<file path="src/rtl/dbus_wdt.sv">
// dbus_wdt - watchdog timer peripheral on the data bus.
//
// A prescaled 32-bit down-counter. The first expiry raises wdt_irq_o. If
// RST_EN is set, the second expiry raises wdt_rst_req_o. Once that happens,
// the block is frozen until rst_n.
//
// Register map (addr[3:2]):
//   0x0 CTRL  [0] EN, [1] RST_EN, [2] LOCK, [15:8] PRESC (other bits read 0)
//   0x4 LOAD  reload value (takes effect at the next reload)
//   0x8 COUNT current count, read-only
//   0xC KICK  write-only, reads 0. Only a full-word write of KICK_KEY is accepted.
//
// Ports:
//   clk, rst_n     clock, asynchronous active-low reset
//   dbus2peri_i    interconnect request (addr, w_data, sel_byte, w_en, req)
//   wdt_sel_i      block select from the address decoder
//   wdt2dbus_o     r_data/ack back to the interconnect; ack arrives one cycle after accept
//   wdt_irq_o      watchdog interrupt (level, registered)
//   wdt_rst_req_o  system reset request (level, registered)
//
// Build option: define WDT_LOCK_EN to implement CTRL.LOCK. When LOCK is set
// it stays set until reset, and it blocks CTRL/LOAD writes. Without
// WDT_LOCK_EN, CTRL[2] reads 0 and has no effect.

package dbus_wdt_pkg;
  typedef struct packed {
    logic [31:0] addr;
    logic [31:0] w_data;
    logic [3:0]  sel_byte;
    logic        w_en;
    logic        req;
  } type_dbus2peri_s;

  typedef struct packed {
    logic [31:0] r_data;
    logic        ack;
  } type_peri2dbus_s;
endpackage

module dbus_wdt
  import dbus_wdt_pkg::*;
#(
  parameter logic [31:0] LOAD_RESET = 32'hFFFF_FFFF,
  parameter logic [31:0] KICK_KEY   = 32'h5A5A_5A5A
) (
  input  logic            rst_n,
  input  logic            clk,
  input  type_dbus2peri_s dbus2peri_i,
  input  logic            wdt_sel_i,
  output type_peri2dbus_s wdt2dbus_o,
  output logic            wdt_irq_o,
  output logic            wdt_rst_req_o
);

  localparam int NUM_LANES = 4;

  typedef enum logic [1:0] {S_IDLE, S_COUNT, S_IRQ, S_RESET} state_e;

  state_e      state_q, state_nxt;
  logic        en_q, rst_en_q, lock_q;
  logic [7:0]  presc_q, pre_q, pre_nxt;
  logic [31:0] load_q, load_wr_val, count_q, count_nxt;
  logic        irq_q, irq_nxt, rst_req_q;
  logic        ack_q;
  logic [31:0] r_data_q, rd_mux;

  logic        acc, wr, rd, cfg_ok, ctrl_wr, load_wr, kick, en_new, tick, running;
  logic [1:0]  idx;
  logic        unused_addr;

  assign unused_addr = ^{dbus2peri_i.addr[31:4], dbus2peri_i.addr[1:0]};

  // One access in flight. A new request is not taken in the ack cycle,
  // so back-to-back requests complete every two cycles.
  assign acc = dbus2peri_i.req & wdt_sel_i & ~ack_q;
  assign wr  = acc & dbus2peri_i.w_en;
  assign rd  = acc & ~dbus2peri_i.w_en;
  assign idx = dbus2peri_i.addr[3:2];

  // Config writes are dropped (but still acked) in RESET or while locked.
  assign cfg_ok  = (state_q != S_RESET) & ~lock_q;
  assign ctrl_wr = wr & (idx == 2'd0) & cfg_ok;
  assign load_wr = wr & (idx == 2'd1) & cfg_ok;
  assign en_new  = dbus2peri_i.sel_byte[0] ? dbus2peri_i.w_data[0] : en_q;

  assign running = (state_q == S_COUNT) | (state_q == S_IRQ);
  assign kick    = wr & (idx == 2'd3) & running & (dbus2peri_i.sel_byte == 4'hF) &
                   (dbus2peri_i.w_data == KICK_KEY);

  // Use >= so that lowering PRESC while the prescaler is past the new limit
  // still gives a tick instead of running through 255.
  assign tick = (pre_q >= presc_q);

  // Byte-lane merge for LOAD writes
  always_comb begin
    load_wr_val = load_q;
    for (int b = 0; b < NUM_LANES; b++)
      if (dbus2peri_i.sel_byte[b]) load_wr_val[b*8 +: 8] = dbus2peri_i.w_data[b*8 +: 8];
  end

  // Read mux. It samples the registers before any same-edge update.
  always_comb begin
    rd_mux = '0;
    case (idx)
      2'd0: rd_mux = {16'd0, presc_q, 5'd0, lock_q, rst_en_q, en_q};
      2'd1: rd_mux = load_q;
      2'd2: rd_mux = count_q;
      default: rd_mux = '0;
    endcase
  end

  // FSM next state. Priority in a running state is disable, then kick,
  // then tick/expiry.
  always_comb begin
    state_nxt = state_q;
    count_nxt = count_q;
    pre_nxt   = pre_q;
    irq_nxt   = irq_q;
    case (state_q)
      S_IDLE: begin
        if (ctrl_wr && en_new) begin
          state_nxt = S_COUNT;
          count_nxt = load_q;
          pre_nxt   = '0;
        end
      end
      S_COUNT, S_IRQ: begin
        if (ctrl_wr && !en_new) begin
          state_nxt = S_IDLE;
          irq_nxt   = 1'b0;
        end else if (kick) begin
          state_nxt = S_COUNT;
          count_nxt = load_q;
          pre_nxt   = '0;
          irq_nxt   = 1'b0;
        end else begin
          pre_nxt = tick ? 8'd0 : pre_q + 8'd1;
          if (tick) begin
            if (count_q != '0) begin
              count_nxt = count_q - 32'd1;
            end else if (state_q == S_IRQ && rst_en_q) begin
              state_nxt = S_RESET;   // count stays frozen at 0
            end else begin
              state_nxt = S_IRQ;
              count_nxt = load_q;
              irq_nxt   = 1'b1;
            end
          end
        end
      end
      default: ;   // S_RESET: everything frozen until rst_n
    endcase
  end

  always_ff @(posedge clk or negedge rst_n) begin
    if (!rst_n) begin
      state_q   <= S_IDLE;
      count_q   <= '0;
      pre_q     <= '0;
      irq_q     <= 1'b0;
      rst_req_q <= 1'b0;
    end else begin
      state_q   <= state_nxt;
      count_q   <= count_nxt;
      pre_q     <= pre_nxt;
      irq_q     <= irq_nxt;
      rst_req_q <= (state_nxt == S_RESET);
    end
  end

  always_ff @(posedge clk or negedge rst_n) begin
    if (!rst_n) begin
      en_q     <= 1'b0;
      rst_en_q <= 1'b0;
      presc_q  <= '0;
      load_q   <= LOAD_RESET;
    end else begin
      if (ctrl_wr && dbus2peri_i.sel_byte[0]) begin
        en_q     <= dbus2peri_i.w_data[0];
        rst_en_q <= dbus2peri_i.w_data[1];
      end
      if (ctrl_wr && dbus2peri_i.sel_byte[1]) presc_q <= dbus2peri_i.w_data[15:8];
      if (load_wr) load_q <= load_wr_val;
    end
  end

`ifdef WDT_LOCK_EN
  always_ff @(posedge clk or negedge rst_n) begin
    if (!rst_n)
      lock_q <= 1'b0;
    else if (ctrl_wr && dbus2peri_i.sel_byte[0] && dbus2peri_i.w_data[2])
      lock_q <= 1'b1;
  end
`else
  assign lock_q = 1'b0;
`endif

  // Bus response
  always_ff @(posedge clk or negedge rst_n) begin
    if (!rst_n) begin
      ack_q    <= 1'b0;
      r_data_q <= '0;
    end else begin
      ack_q    <= acc;
      r_data_q <= rd ? rd_mux : 32'd0;
    end
  end

  assign wdt2dbus_o.ack    = ack_q;
  assign wdt2dbus_o.r_data = r_data_q;
  assign wdt_irq_o         = irq_q;
  assign wdt_rst_req_o     = rst_req_q;

endmodule

</file>
<file path="config.mk">
export PLATFORM = sky130hd
export DESIGN_NAME = dbus_wdt
export DESIGN_NICKNAME = d
export VERILOG_FILES = /design/src/rtl/dbus_wdt.sv
export SDC_FILE = /design/constraint.sdc
export NUM_CORES = 1
export LEC_CHECK = 0
export CELL_PAD_IN_SITES_DETAIL_PLACEMENT = 0
export CELL_PAD_IN_SITES_GLOBAL_PLACEMENT = 1
export CORE_ASPECT_RATIO = 1.25
export CORE_MARGIN = 3
export CORE_UTILIZATION = 35
export DETAILED_ROUTE_END_ITERATION = 12
export GPL_ROUTABILITY_DRIVEN = 0
export PLACE_DENSITY = 0.78
export SETUP_SLACK_MARGIN = 0.4
export SLEW_MARGIN = 20
export SYNTH_ARGS = -nofsm -noshare
export SYNTH_HDL_FRONTEND = slang
export SYNTH_SLANG_ARGS = --single-unit
</file>
<file path="constraint.sdc">
create_clock -name clk -period 2.8 [get_ports clk]
set_input_delay 0.28 -clock clk [delete_from_list [all_inputs] [get_ports clk]]
set_output_delay 0.28 -clock clk [all_outputs]
set_load 0.005 [all_outputs]
</file>
## Yosys cells after proc, flatten, opt, wreduce, memory -nomap -nowiden

Cells that the tools add are included.

| cells by class | value |
|---|---|
| add/subtract/negate cells | 2 |
| bitwise operators | 15 |
| reduce and logical (&&, ||, !) cells | 19 |
| equal/unequal tests | 15 |
| order comparisons | 1 |
| muxes and demuxes | 27 |

Operator list:

| kind | number |
|---|---|
| $mux 32 | 7 |
| $pmux 32 s3 | 1 |
| $pmux 32 s2 | 1 |
| $eq 32x31->1 const B | 1 |
| $mux 8 | 4 |
| $reduce_bool 32->1 | 1 |
| $sub 32x1->32 const B | 1 |
| $pmux 8 s2 | 1 |
| $and 1x1->1 | 12 |
| $mux 2 | 5 |
| $ne 3x3->1 const B | 3 |
| $add 8x1->8 const B | 1 |
| $eq 2x2->1 const B | 4 |
| $ge 8x8->1 | 1 |
| $reduce_and 2->1 | 4 |
| $mux 1 | 7 |
| $ne 2x2->1 const B | 3 |
| $logic_and 1x1->1 | 5 |
| $reduce_and 5->1 | 1 |
| $eq 2x1->1 const B | 2 |
| $eq 4x4->1 const B | 1 |
| $logic_not 2->1 | 2 |
| $ne 4x4->1 const B | 1 |
| $pmux 2 s2 | 1 |
| other kinds (8) | 9 |

| word-level totals | value |
|---|---|
| output and inout bits | 35 |
| logic and storage cells | 93 |
| flip-flop bits (word level) | 119 |

## Depth between registers and ports, before layout

| logic depth | value |
|---|---|
| depth after elaboration | 11 |
| gate-level depth with buffers | 11 |
| depth with buffers taken out | 8 |

## Least setup slack after synthesis

No wires, ideal clock.

| path | value |
|---|---|
| kind | reg-to-reg |
| from | register count_q[0] |
| to | register count_q[1] |
| data required time | 2674 ps |
| stages on the path, launching flop included | 12 |
| arrival | 2822 ps |
| path slack | -147 ps |
| clock period less this slack | 2947 ps |
| cell sequence | dfrtp_1 > inv_1 > ha_1 > or4b_1 > clkbuf_2 > or4_4 > or4b_1 > buf_6 > nand2_8 > buf_12 > mux2i_1 > mux2i_1 |

| between the ends | value |
|---|---|
| longest elaborated chain between the ends | 6 |
| elaborated cells between the ends (all ways) | 9 |
| those cells by class | add/sub: 1; eq/ne: 1; mux: 5; reduce/logical: 2 |

RTL lines:

| item | RTL line | source |
|---|---|---|
| from (decl) | 62 | `logic [31:0] load_q, load_wr_val, count_q, count_nxt;` |
| from (signal assigned) | 164 | `count_q <= count_nxt;` |
| $sub 32x1->32 or $reduce_bool 32->1 (tied branches) | 140, 139 |  |
| $mux 32 | 139 | `if (count_q != '0) begin` |
| $mux 32 | 138 | `if (tick) begin` |
| $mux 32 | 131 | `end else if (kick) begin` |
| $mux 32 | 128 | `if (ctrl_wr && !en_new) begin` |
| $pmux 32 s2 | 119 | `case (state_q)` |

Parallel ways exist; a longest one is shown, timed or not. The select of a mux whose other input is x is not followed.
A chain may end at the register's enable or synchronous reset.

## Worst setup path after layout

Same ends and word-level chain as after synthesis.

==> flow_metrics.py <==
metrics = {
    "sta": {
        "max_slew_margin_pct": 49.3,
        "fin_skew_ns": 0.00899,
        "fin_crit_ns": 2.75,
        "tightest_slew_ns": 0.761,
        "drv_slew": 0,
        "hold_violations": 0,
        "fmax_mhz": 364,
        "setup_viol": 0,
        "rsz0062_at_grt": "true",
        "fin_tns_setup_ns": 0,
        "setup_ws_ns": 0.0503,
        "fin_crit_sh_pct": 98.2,
    },
    "worst_setup_path": {
        "cp_slowest_stage_delay_ns": 0.53,
        "rr_endpoint": "count_q[1]",
        "cp_data_arrival_time_ns": 3.05,
        "crit_fanout": 7,
        "critPathCaptureType": "flip-flop",
        "worst-setup-path-type": "reg -> reg",
        "cp-start-kind": "flip-flop",
        "path_cells": "inv_2 -> ha_4 -> or4b_4 -> or4_4 -> or4b_4 -> buf_12 -> nand2_8 -> mux2i_1 -> mux2i_1",
        "slowest_stage": "or4b_4",
        "reg2reg_from": "count_q[0]",
        "cp.required_ns": 3.10,
        "r2r.worst_path.cells": 9,
        "r2r_slack_ns": 0.05,
    },
    "detailed_routing": {
        "drt_wl_total_um": 18400,
        "drc": 0,
        "first_pass_iters": 5,
        "via_per_inst": 5.45,
        "avgRoutedWirePerCell_um": 18.9,
        "vias": 5296,
        "antenna_left": 0,
        "drtIter0Drc": 322,
    },
    "power": {
        "cellLeakagePower_nw": 3.67,
        "power.density_mw_per_mm2": 863,
        "peakVddDrop_v": 0.000552,
        "total_power_w": 0.00761,
    },
    "finish": {
        "fill_cells": 1576,
        "antenna_cells": 0,
        "fin_cells": 972,
        "nets": 821,
        "syn2layout_area_growth_pct": 39.7,
        "final_layout_size_suffix_gt1_share_pct": 30.5,
        "fin_util_pct": 50.2,
    },
    "global_routing": {
        "track_usage_pct": 18.5,
        "grt_pass1_vias": 5407,
        "grt_max_degree": 58,
        "grt_pass1_wl_um": 28700,
        "antenna_found_initial": 0,
        "grt_overflow": 0,
    },
    "floorplanning": {
        "num_rows": 54,
        "core_mm2": 0.0176,
        "dieArea_mm2": 0.0197,
        "io_pins": 108,
        "start_util_pct": 35.9,
        "die_h_um": 156,
        "die_x_um": 126,
    },
    "synthesis": {
        "ys_ff_latch": 119,
        "synth_flop_cell": "dfrtp_1",
        "syn_nets": 683,
        "syn_inst": 597,
        "syn-cell-area_mm2": 0.00631,
        "netlist-cell-type-count": 58,
        "async_flop_share_pct": 100,
        "synth.avg_cell_area_um2": 10.6,
        "ys_seq_area_share_pct": 47.8,
        "synth_edf_count": 0,
        "synth_warnings": 0,
    },
    "clock_tree": {
        "clock_sinks": 119,
        "h-tree-depth": 4,
        "numCtsBuffers": 17,
        "clock_latency_ns": 0.42,
        "cts_buffer_depth": 2,
        "cts_tree": "built",
        "cts_root_buffer": "clkbuf_16",
        "clk_pin_slew_ns": 0.05,
    },
    "placement": {
        "pre_cts_ws_ns": -0.175,
        "portBuffers": 77,
        "dp_hpwl_um": 12500,
        "dp_cells": 923,
    },
    "min_path": {
        "min_path_type": "in -> reg",
        "hold_start": "wdt_sel_i",
        "hold_depth": 3,
        "whs_endpoint": "ack_q",
    },
    "outcome": {
        "status": "finished clean",
    },
    "job": {
        "drv_cap": 0,
    },
}
[cell type report]
cell class / instances / area, µm² / area share [%]
clock buffers: 23 / 458 / 5.20
multi-input cells: 414 / 3270 / 37.0
well taps: 224 / 280 / 3.18
repair buffers: 161 / 1560 / 17.7
flip-flops and latches: 119 / 3020 / 34.2
clock inverters: 9 / 150 / 1.70
inverters: 22 / 82.6 / 0.937
[critical path: cells and delay by family, from the launching register on]
| kind | cells | cell delay (ns) |
|---|---|---|
| simple gates | 4 | 1.53 |
| mux | 2 | 0.30 |
| fa+ha+maj | 1 | 0.14 |
| flops | 1 | 0.39 |
| buf+inv | 2 | 0.27 |
[flip-flops by register name, indices dropped and copies added, names as in the netlist]
register / flops
pre_q: 8
load_q: 32
rst_en_q: 1
count_q: 32
wdt_irq_o: 1
ack_q: 1
en_q: 1
r_data_q: 32
wdt_rst_req_o: 1
state_q: 2
presc_q: 8
[synthesized netlist by cell type, types with 2 or more instances]
master / instances / share of area [%]
dfstp_2: 32 / 13
o21a_1: 2 / 0.24
buf_1: 3 / 0.18
xor2_1: 6 / 0.83
nor3_1: 22 / 1.7
inv_1: 22 / 1.3
nor2_1: 71 / 4.2
buf_4: 2 / 0.24
and3_1: 3 / 0.30
mux2_2: 42 / 7.5
nand2_1: 13 / 0.77
buf_2: 5 / 0.40
and2_1: 5 / 0.50
or3_1: 8 / 0.79
nand3b_1: 2 / 0.24
buf_6: 2 / 0.36
nand4b_1: 6 / 0.83
or4bb_1: 4 / 0.71
nor2b_1: 5 / 0.50
a22oi_1: 22 / 2.6
o21ai_0: 6 / 0.48
or4b_1: 2 / 0.32
a21oi_1: 14 / 1.1
nand4_1: 12 / 1.2
dfrtp_1: 87 / 35
or2_2: 4 / 0.40
nor4_1: 16 / 1.6
nor3b_1: 4 / 0.48
ha_1: 13 / 2.6
clkbuf_1: 32 / 1.9
mux2i_1: 40 / 6.3
a31oi_1: 4 / 0.40
a32oi_1: 2 / 0.28
o2bb2ai_1: 28 / 3.9
o211ai_1: 24 / 2.9
nand3_1: 10 / 0.79
[placed cells by master (no fill, tap or decap), drive strengths merged, types with 5 or more instances in the layout]
| master | instances |
|---|---|
| inv | 22 |
| o211ai | 25 |
| and2 | 5 |
| nand3 | 10 |
| nor2b | 6 |
| clkdlybuf4s50 | 76 |
| nand4b | 6 |
| or2 | 5 |
| xor2 | 6 |
| nand4 | 12 |
| dfrtp | 87 |
| dfstp | 32 |
| nor3 | 23 |
| ha | 13 |
| or3 | 8 |
| nand2 | 17 |
| a22oi | 22 |
| mux2 | 43 |
| clkbuf | 25 |
| o2bb2ai | 28 |
| o21ai | 7 |
| buf | 82 |
| nor4 | 16 |
| mux2i | 40 |
| nor2 | 71 |
| a21oi | 14 |
[how the worst max path moves through the flow]
| stage | from | to | slack (ns) | cells past startpoint |
|---|---|---|---|---|
| 3_5_place_dp | dbus2peri_i[41] | count_q[1] | -0.17 | 10 |
| 6_report | count_q[0] | count_q[1] | 0.05 | 9 |
| 5_1_grt | count_q[0] | count_q[1] | -0.03 | 9 |
| 3_3_place_gp | dbus2peri_i[27] | count_q[15] | -0.13 | 9 |
| 2_1_floorplan | count_q[1] | count_q[1] | -0.12 | 11 |
| 4_1_cts | count_q[0] | count_q[1] | 0.12 | 9 |
[where the power goes]
group	switching, W	internal, W	total [W]
Combinational	0.00148	0.00142	0.00289
Sequential	0.000337	0.00212	0.00245
Clock	0.000759	0.00151	0.00226
Total	0.00257	0.00504	0.00761
[metrics by stage]
| stage | hold WS [ns] | instance area [µm²] |
|---|---|---|
| floorplan | -0.0156 | 6320 |
| global placement | 0.383 | 7740 |
| detailed placement | 0.394 | 7740 |
| CTS | 0.440 | 8550 |
| global route | 0.473 | 8810 |
| finish | 0.450 | 8810 |
[metal layers]
metal	wire length, µm	up-vias	track usage, %
li1	-	2491	-
met1	7350	2649	21.8
met2	9910	125	32.8
met3	740	31	3.80
met4	371	0	7.46
met5	0	-	0
[what timing repair did]
action	CTS	global route
endpoints found under the setup margin	36	43
setup buffers	6	3
hold buffers	1	0
resized for setup	21	31
cloned	3	4
endpoints found under the hold margin	39	0
pin swaps	15	25
[cell families after synthesis]
group | Yosys count | share of synthesized area, %
AOI/OAI and AO/OA | 114 | 13.5
xor gates and xnor gates | 6 | 0.833
adders and majority gates | 13 | 2.58
buffers and inverters | 68 | 4.78
DFF | 119 | 47.8
muxes | 83 | 14.0
and+or+nand+nor | 194 | 16.5
No activity file was read; power rests on OpenSTA's default activity.
